[config.mk]
export PLATFORM = sky130hd
export DESIGN_NAME = fp_mul_lp_pipe_flat
export DESIGN_NICKNAME = d
export VERILOG_FILES = /design/src/rtl/fp_mul_lp_pipe_pkg.sv /design/src/rtl/fp_mul_lp_pipe_if.sv /design/src/rtl/fp_mul_lp_pipe_mant.sv /design/src/rtl/fp_mul_lp_pipe.sv /design/src/flat_wrapper.sv
export SDC_FILE = /design/constraint.sdc
export NUM_CORES = 2
export LEC_CHECK = 0
export CELL_PAD_IN_SITES_DETAIL_PLACEMENT = 0
export CELL_PAD_IN_SITES_GLOBAL_PLACEMENT = 1
export CORE_AREA = 8 8 228 230
export CTS_CLUSTER_SIZE = 28
export DETAILED_ROUTE_END_ITERATION = 16
export DIE_AREA = 0 0 236 238
export DONT_BUFFER_PORTS = 1
export GPL_TIMING_DRIVEN = 0
export HOLD_SLACK_MARGIN = 0.1
export PLACE_DENSITY = 0.84
export SLEW_MARGIN = 20
export SYNTH_ARGS = -nofsm -noshare
export SYNTH_HDL_FRONTEND = slang
export SYNTH_SLANG_ARGS = --single-unit
[constraint.sdc]
create_clock -name clk -period 11.4 [get_ports clk]
set_input_delay 0.57 -clock clk [delete_from_list [all_inputs] [get_ports clk]]
set_output_delay 0.57 -clock clk [all_outputs]
set_load 0.01 [all_outputs]
[src/rtl/fp_mul_lp_pipe_pkg.sv]
// fp_lp_pkg: shared mode encoding and exponent bias helper for the log-product multiplier
package fp_lp_pkg;
  typedef enum logic {MODE_EXACT = 1'b0, MODE_APPROX = 1'b1} mode_e;
  function automatic int bias(int exp_w);
    return (1 << (exp_w - 1)) - 1;
  endfunction
endpackage

[src/rtl/fp_mul_lp_pipe_if.sv]
// fp_mul_lp_pipe_if: operand/result handshake bundle; slave = multiplier side, master = producer/consumer side
interface fp_mul_lp_pipe_if #(parameter int EXP_W = 8, parameter int MAN_W = 23);
  logic in_valid, in_ready, sign_x, sign_y, mode;
  logic [EXP_W-1:0] exp_x, exp_y;
  logic [MAN_W-1:0] mantissa_x, mantissa_y;
  logic out_valid, out_ready, sign_out, ovf_out, unf_out;
  logic [EXP_W-1:0] exp_out;
  logic [MAN_W-1:0] mantissa_out;
  modport slave(input in_valid, sign_x, sign_y, exp_x, exp_y, mantissa_x, mantissa_y, mode, out_ready,
                output in_ready, out_valid, sign_out, exp_out, mantissa_out, ovf_out, unf_out);
  modport master(output in_valid, sign_x, sign_y, exp_x, exp_y, mantissa_x, mantissa_y, mode, out_ready,
                 input in_ready, out_valid, sign_out, exp_out, mantissa_out, ovf_out, unf_out);
endinterface

[src/rtl/fp_mul_lp_pipe_mant.sv]
// fp_lp_mant_unit: combinational mantissa core, exact truncated product or log-domain sum
// mx/my: stored fractions; mode: 0 exact, 1 approx; mantissa: result fraction; shift: exponent bump
module fp_lp_mant_unit import fp_lp_pkg::*; #(parameter int MAN_W = 23) (
  input  logic [MAN_W-1:0] mx,
  input  logic [MAN_W-1:0] my,
  input  logic             mode,
  output logic [MAN_W-1:0] mantissa,
  output logic             shift
);
  logic [2*MAN_W+1:0] p;
  logic [MAN_W:0] s;
  assign p = (2*MAN_W+2)'({1'b1, mx}) * (2*MAN_W+2)'({1'b1, my});
  assign s = {1'b0, mx} + {1'b0, my};
  // Product of two values in [1,2) lies in [1,4): the top bit selects which window is the fraction
  assign shift = (mode == MODE_APPROX) ? s[MAN_W] : p[2*MAN_W+1];
  assign mantissa = (mode == MODE_APPROX) ? s[MAN_W-1:0] :
                    p[2*MAN_W+1] ? p[2*MAN_W:MAN_W+1] : p[2*MAN_W-1:MAN_W];
endmodule

[src/rtl/fp_mul_lp_pipe.sv]
// fp_mul_lp_pipe: two-stage floating-point multiplier with exact/approximate mantissa and saturation counters
// clk/rst_n: clock, async active-low reset; bus: operand/result handshake (slave)
// cnt_clr: sync clear of counters; ovf_cnt/unf_cnt: delivered saturated-high / clamped-low results
module fp_mul_lp_pipe import fp_lp_pkg::*; #(
  parameter int EXP_W = 8,
  parameter int MAN_W = 23,
  parameter int CNT_W = 16
) (
  input  logic             clk,
  input  logic             rst_n,
  fp_mul_lp_pipe_if.slave  bus,
  input  logic             cnt_clr,
  output logic [CNT_W-1:0] ovf_cnt,
  output logic [CNT_W-1:0] unf_cnt
);
  localparam logic signed [EXP_W+1:0] BIAS_S = (EXP_W+2)'(bias(EXP_W));
  localparam logic signed [EXP_W+1:0] E_OVF = (EXP_W+2)'((1 << EXP_W) - 1);
  logic s1_v, s1_sign, s1_mode, s2_v, s1_adv, deliver;
  logic [EXP_W-1:0] s1_ex, s1_ey;
  logic [MAN_W-1:0] s1_mx, s1_my;
  logic [MAN_W-1:0] m_core, r_man;
  logic shift, zero, ovf, unf;
  logic signed [EXP_W+1:0] e;
  logic [EXP_W-1:0] r_exp;
  assign s1_adv = ~s2_v | bus.out_ready;
  assign bus.in_ready = ~s1_v | s1_adv;
  assign bus.out_valid = s2_v;
  assign deliver = s2_v & bus.out_ready;
  always_ff @(posedge clk)
    if (bus.in_valid & bus.in_ready) begin
      s1_sign <= bus.sign_x ^ bus.sign_y;
      s1_ex <= bus.exp_x;
      s1_ey <= bus.exp_y;
      s1_mx <= bus.mantissa_x;
      s1_my <= bus.mantissa_y;
      s1_mode <= bus.mode;
    end
  fp_lp_mant_unit #(.MAN_W(MAN_W)) u_mant (.mx(s1_mx), .my(s1_my), .mode(s1_mode), .mantissa(m_core), .shift(shift));
  // Two guard bits keep the unbiased sum from wrapping in either direction
  assign e = $signed({2'b00, s1_ex}) + $signed({2'b00, s1_ey}) - BIAS_S + $signed({{(EXP_W+1){1'b0}}, shift});
  assign zero = ~|s1_ex | ~|s1_ey;
  assign ovf = ~zero & (e >= E_OVF);
  assign unf = ~zero & ~ovf & (e[EXP_W+1] | ~|e);
  assign r_exp = zero ? '0 : ovf ? {{(EXP_W-1){1'b1}}, 1'b0} : unf ? EXP_W'(1) : e[EXP_W-1:0];
  assign r_man = (zero | unf) ? '0 : ovf ? '1 : m_core;
  always_ff @(posedge clk or negedge rst_n)
    if (!rst_n) begin
      s1_v <= 1'b0;
      s2_v <= 1'b0;
      bus.sign_out <= 1'b0;
      bus.exp_out <= '0;
      bus.mantissa_out <= '0;
      bus.ovf_out <= 1'b0;
      bus.unf_out <= 1'b0;
    end else begin
      if (bus.in_ready) s1_v <= bus.in_valid;
      if (s1_adv) s2_v <= s1_v;
      if (s1_adv & s1_v) begin
        bus.sign_out <= s1_sign;
        bus.exp_out <= r_exp;
        bus.mantissa_out <= r_man;
        bus.ovf_out <= ovf;
        bus.unf_out <= unf;
      end
    end
  always_ff @(posedge clk or negedge rst_n)
    if (!rst_n) begin
      ovf_cnt <= '0;
      unf_cnt <= '0;
    end else if (cnt_clr) begin
      ovf_cnt <= '0;
      unf_cnt <= '0;
    end else begin
      if (deliver & bus.ovf_out & ~&ovf_cnt) ovf_cnt <= ovf_cnt + CNT_W'(1);
      if (deliver & bus.unf_out & ~&unf_cnt) unf_cnt <= unf_cnt + CNT_W'(1);
    end
endmodule

[src/flat_wrapper.sv]
// flat-port wrapper written by rule: the top's interface ports become plain ports
module fp_mul_lp_pipe_flat import fp_lp_pkg::*;
#(
  parameter int EXP_W = 8,
  parameter int MAN_W = 23,
  parameter int CNT_W = 16
)
  (clk, rst_n, cnt_clr, ovf_cnt, unf_cnt, bus_in_valid, bus_sign_x, bus_sign_y, bus_exp_x, bus_exp_y, bus_mantissa_x, bus_mantissa_y, bus_mode, bus_out_ready, bus_in_ready, bus_out_valid, bus_sign_out, bus_exp_out, bus_mantissa_out, bus_ovf_out, bus_unf_out);
  fp_mul_lp_pipe_if #(.EXP_W(EXP_W), .MAN_W(MAN_W)) bus_i ();
  input  logic clk;
  input  logic rst_n;
  input  logic cnt_clr;
  output logic [CNT_W-1:0] ovf_cnt;
  output logic [CNT_W-1:0] unf_cnt;
  input wire logic [$bits(bus_i.in_valid)-1:0] bus_in_valid;
  input wire logic [$bits(bus_i.sign_x)-1:0] bus_sign_x;
  input wire logic [$bits(bus_i.sign_y)-1:0] bus_sign_y;
  input wire logic [$bits(bus_i.exp_x)-1:0] bus_exp_x;
  input wire logic [$bits(bus_i.exp_y)-1:0] bus_exp_y;
  input wire logic [$bits(bus_i.mantissa_x)-1:0] bus_mantissa_x;
  input wire logic [$bits(bus_i.mantissa_y)-1:0] bus_mantissa_y;
  input wire logic [$bits(bus_i.mode)-1:0] bus_mode;
  input wire logic [$bits(bus_i.out_ready)-1:0] bus_out_ready;
  output wire logic [$bits(bus_i.in_ready)-1:0] bus_in_ready;
  output wire logic [$bits(bus_i.out_valid)-1:0] bus_out_valid;
  output wire logic [$bits(bus_i.sign_out)-1:0] bus_sign_out;
  output wire logic [$bits(bus_i.exp_out)-1:0] bus_exp_out;
  output wire logic [$bits(bus_i.mantissa_out)-1:0] bus_mantissa_out;
  output wire logic [$bits(bus_i.ovf_out)-1:0] bus_ovf_out;
  output wire logic [$bits(bus_i.unf_out)-1:0] bus_unf_out;
  assign bus_i.in_valid = bus_in_valid;
  assign bus_i.sign_x = bus_sign_x;
  assign bus_i.sign_y = bus_sign_y;
  assign bus_i.exp_x = bus_exp_x;
  assign bus_i.exp_y = bus_exp_y;
  assign bus_i.mantissa_x = bus_mantissa_x;
  assign bus_i.mantissa_y = bus_mantissa_y;
  assign bus_i.mode = bus_mode;
  assign bus_i.out_ready = bus_out_ready;
  assign bus_in_ready = bus_i.in_ready;
  assign bus_out_valid = bus_i.out_valid;
  assign bus_sign_out = bus_i.sign_out;
  assign bus_exp_out = bus_i.exp_out;
  assign bus_mantissa_out = bus_i.mantissa_out;
  assign bus_ovf_out = bus_i.ovf_out;
  assign bus_unf_out = bus_i.unf_out;
  fp_mul_lp_pipe #(.EXP_W(EXP_W), .MAN_W(MAN_W), .CNT_W(CNT_W)) u_core (.clk(clk), .rst_n(rst_n), .bus(bus_i), .cnt_clr(cnt_clr), .ovf_cnt(ovf_cnt), .unf_cnt(unf_cnt));
endmodule
==> reports/metrics.cfg <==
[run_status]
status=finished, final reports clean

[critical_path]
endpoint_kind=flop
cp-start-kind=flop
worst_path_most_repeated_cell=fa_1
required_ps=11700
critPathSlowestCell=edfxtp_1
crit_fanout=10
arrival_ps=11320
max_stage_delay_ps=710
critical_path_class=flop to flop

[placement]
gp_congestion=1.02
dpl.hpwl_um=66600
io_buffers=0
place_ws_ps=-537
place_inst=3323

[floorplan]
die_y_um=238
initial_utilization_pct=52.2
die_area_mm2=0.0562
design.core.area_mm2=0.0483
io_pins=138
chipWidth_um=236
rows=81

[routing]
vias=19200
firstDrtPassIters=6
wl_per_cell_um=23.9
viasPerCell=5.69
drtIter0Drc=1640
antenna_left=0
drc=0
wl_um=80500

[logic_synthesis]
syn_nets=3456
syn_avg_cell_area_um2=9.34
ys_seq_elements=132
synth_enable_flop_cells=64
yosys_warnings=0
ys_types=74
synth_flop_cell=dfrtp_1
netlist_area_mm2=0.0252
synthCells=2700
yosysSeqAreaShare_pct=14.4
async_reset_ff_share_pct=51.5

[clock_tree]
root_buffer=clkbuf_16
h-tree-depth=4
cts_tree=yes
clock_path_buffers=2
clock_latency_ps=450
cts_buffers=17
path_clk_slew_ps=70
cts.sinks=132

[sta]
fmax_ghz=0.0907
setup_viol=0
period_needed_ps=11020
slew_violations=0
rsz0062_at_grt=no
finalHoldViolCount=0
period_share_pct=96.7
skew_ps=24.2
layout_setup_ws_ps=380
slew_headroom_pct=23.2
worst_pin_slew_ps=1150

[finish]
layout_commonest_cell=inv_1
layout-drive-gt1-share_pct=5.07
final_net_count=3487
area_growth_pct=6.40
fillers=4409
layout_common_cells=589 x inv_1, 483 x fa_1, 337 x nand2_1, 218 x and2_1, 203 x ha_1
finalNonFillerCells=3370

[global_routing]
grt_overflow=0
grt_max_degree=69
grt_usage_pct=29.2
first_global_vias=20600
antenna_found_initial=10
grt_pass1_wl_um=124000

[worst_hold_path]
hp-class=input port to flop

[job]
cap_violations=0

cells by family (layout without fill, tap and decap cells):
logic type / after synthesis / count (layout) / share of synthesized area (%)
adder cells (fa/ha/maj): 686 / 686 / 48.4
flip-flops: 132 / 132 / 14.4
multiplexers: 24 / 24 / 0.982
AND/OR/NAND/NOR: 799 / 799 / 15.4
other: 0 / 4 / 0
XOR/XNOR: 83 / 83 / 2.91
buffers and inverters: 705 / 749 / 10.7
AO/OA/AOI/OAI: 271 / 271 / 7.26
per-stage QoR:
stage	instance area [um^2]	utilization [%]	TNS [ps]	hold slack, ps
floorplan	25200	-	0	274
global placement	26000	53.8	-4740	276
detailed placement	26000	53.8	-11350	276
CTS	26700	55.2	0	179
global route	26800	55.5	0	180
finish	26800	55.5	0	201
repair_timing:
action | CTS | global route
buffers inserted | 1 | 8
setup endpoints to repair | 32 | 32
gates resized for setup | 20 | 89
hold endpoints to repair | 68 | 0
hold buffers | 2 | 0
final timing paths:
check / startpoint / end / slack (ps) / cells after the start
min in group asynchronous: rst_n / u_core.bus.mantissa_out[18] / 670 / 2
setup / recovery: u_core.s1_mx[12] / u_core.bus.mantissa_out[3] / 380 / 36
max in group asynchronous: rst_n / u_core.unf_cnt[6] / 10440 / 2
setup reg to reg: u_core.s1_mx[12] / u_core.bus.mantissa_out[3] / 380 / 36
hold / removal: cnt_clr / u_core.ovf_cnt[8] / 200 / 1
hold reg to reg: u_core.s1_sign / u_core.bus.sign_out / 490 / 1
sequential cells by signal (all words and copies together), names as in the netlist, 8 cells and up:
register	flops
u_core.bus.exp_out	8
u_core.bus.mantissa_out	23
u_core.ovf_cnt	16
u_core.s1_ex	8
u_core.s1_ey	8
u_core.s1_mx	23
u_core.s1_my	23
u_core.unf_cnt	16
synthesized netlist by cell type (all sizes together) (19+ instances only):
library cell | instances | area share, %
inv | 589 | 8.8
fa | 483 | 38
nand2 | 337 | 5.0
and2 | 221 | 5.5
ha | 203 | 10
nor2 | 108 | 1.6
clkbuf | 103 | 1.5
a21oi | 71 | 1.4
dfrtp | 68 | 6.7
o21ai | 66 | 1.3
edfxtp | 64 | 7.6
xnor2 | 47 | 1.7
xor2 | 36 | 1.3
nand3 | 30 | 0.60
a21o | 21 | 0.63
and3 | 20 | 0.52
a221oi | 19 | 0.93
metal layers:
metal / GRT usage, % / routed length [um] / vias to the layer above
met5: 0 / 0 / -
met4: 16.4 / 5080 / 0
met3: 4.14 / 5750 / 226
met2: 48.4 / 38500 / 861
met1: 36.8 / 31200 / 9737
li1: - / - / 8365
cell type report:
class                           count  area, um^2  area share, %
Multi-Input combinational cell   1863       18900           70.6
Inverter                          591        2220           8.27
Sequential cell                   132        3620           13.5
Tap cell                          622         778           2.90
Buffer                            114         551           2.05
Clock buffer                       17         425           1.59
Antenna cell                        4        10.0         0.0373
Clock inverter                     15         163          0.606
Timing Repair Buffer               12         125          0.466
worst max-delay path: cells and delay by family, from the launching register on:
kind	cells	cell delay, ps
adder cells (fa/ha/maj)	10	4430
AND/OR/NAND/NOR	6	1810
buffers and inverters	10	1750
AO/OA/AOI/OAI	8	1690
flip-flops	1	710
XOR/XNOR	2	420
Power is left out: the tool's default activity adds up to more than one toggle a clock period on the data nets, which glitch-free logic cannot reach.
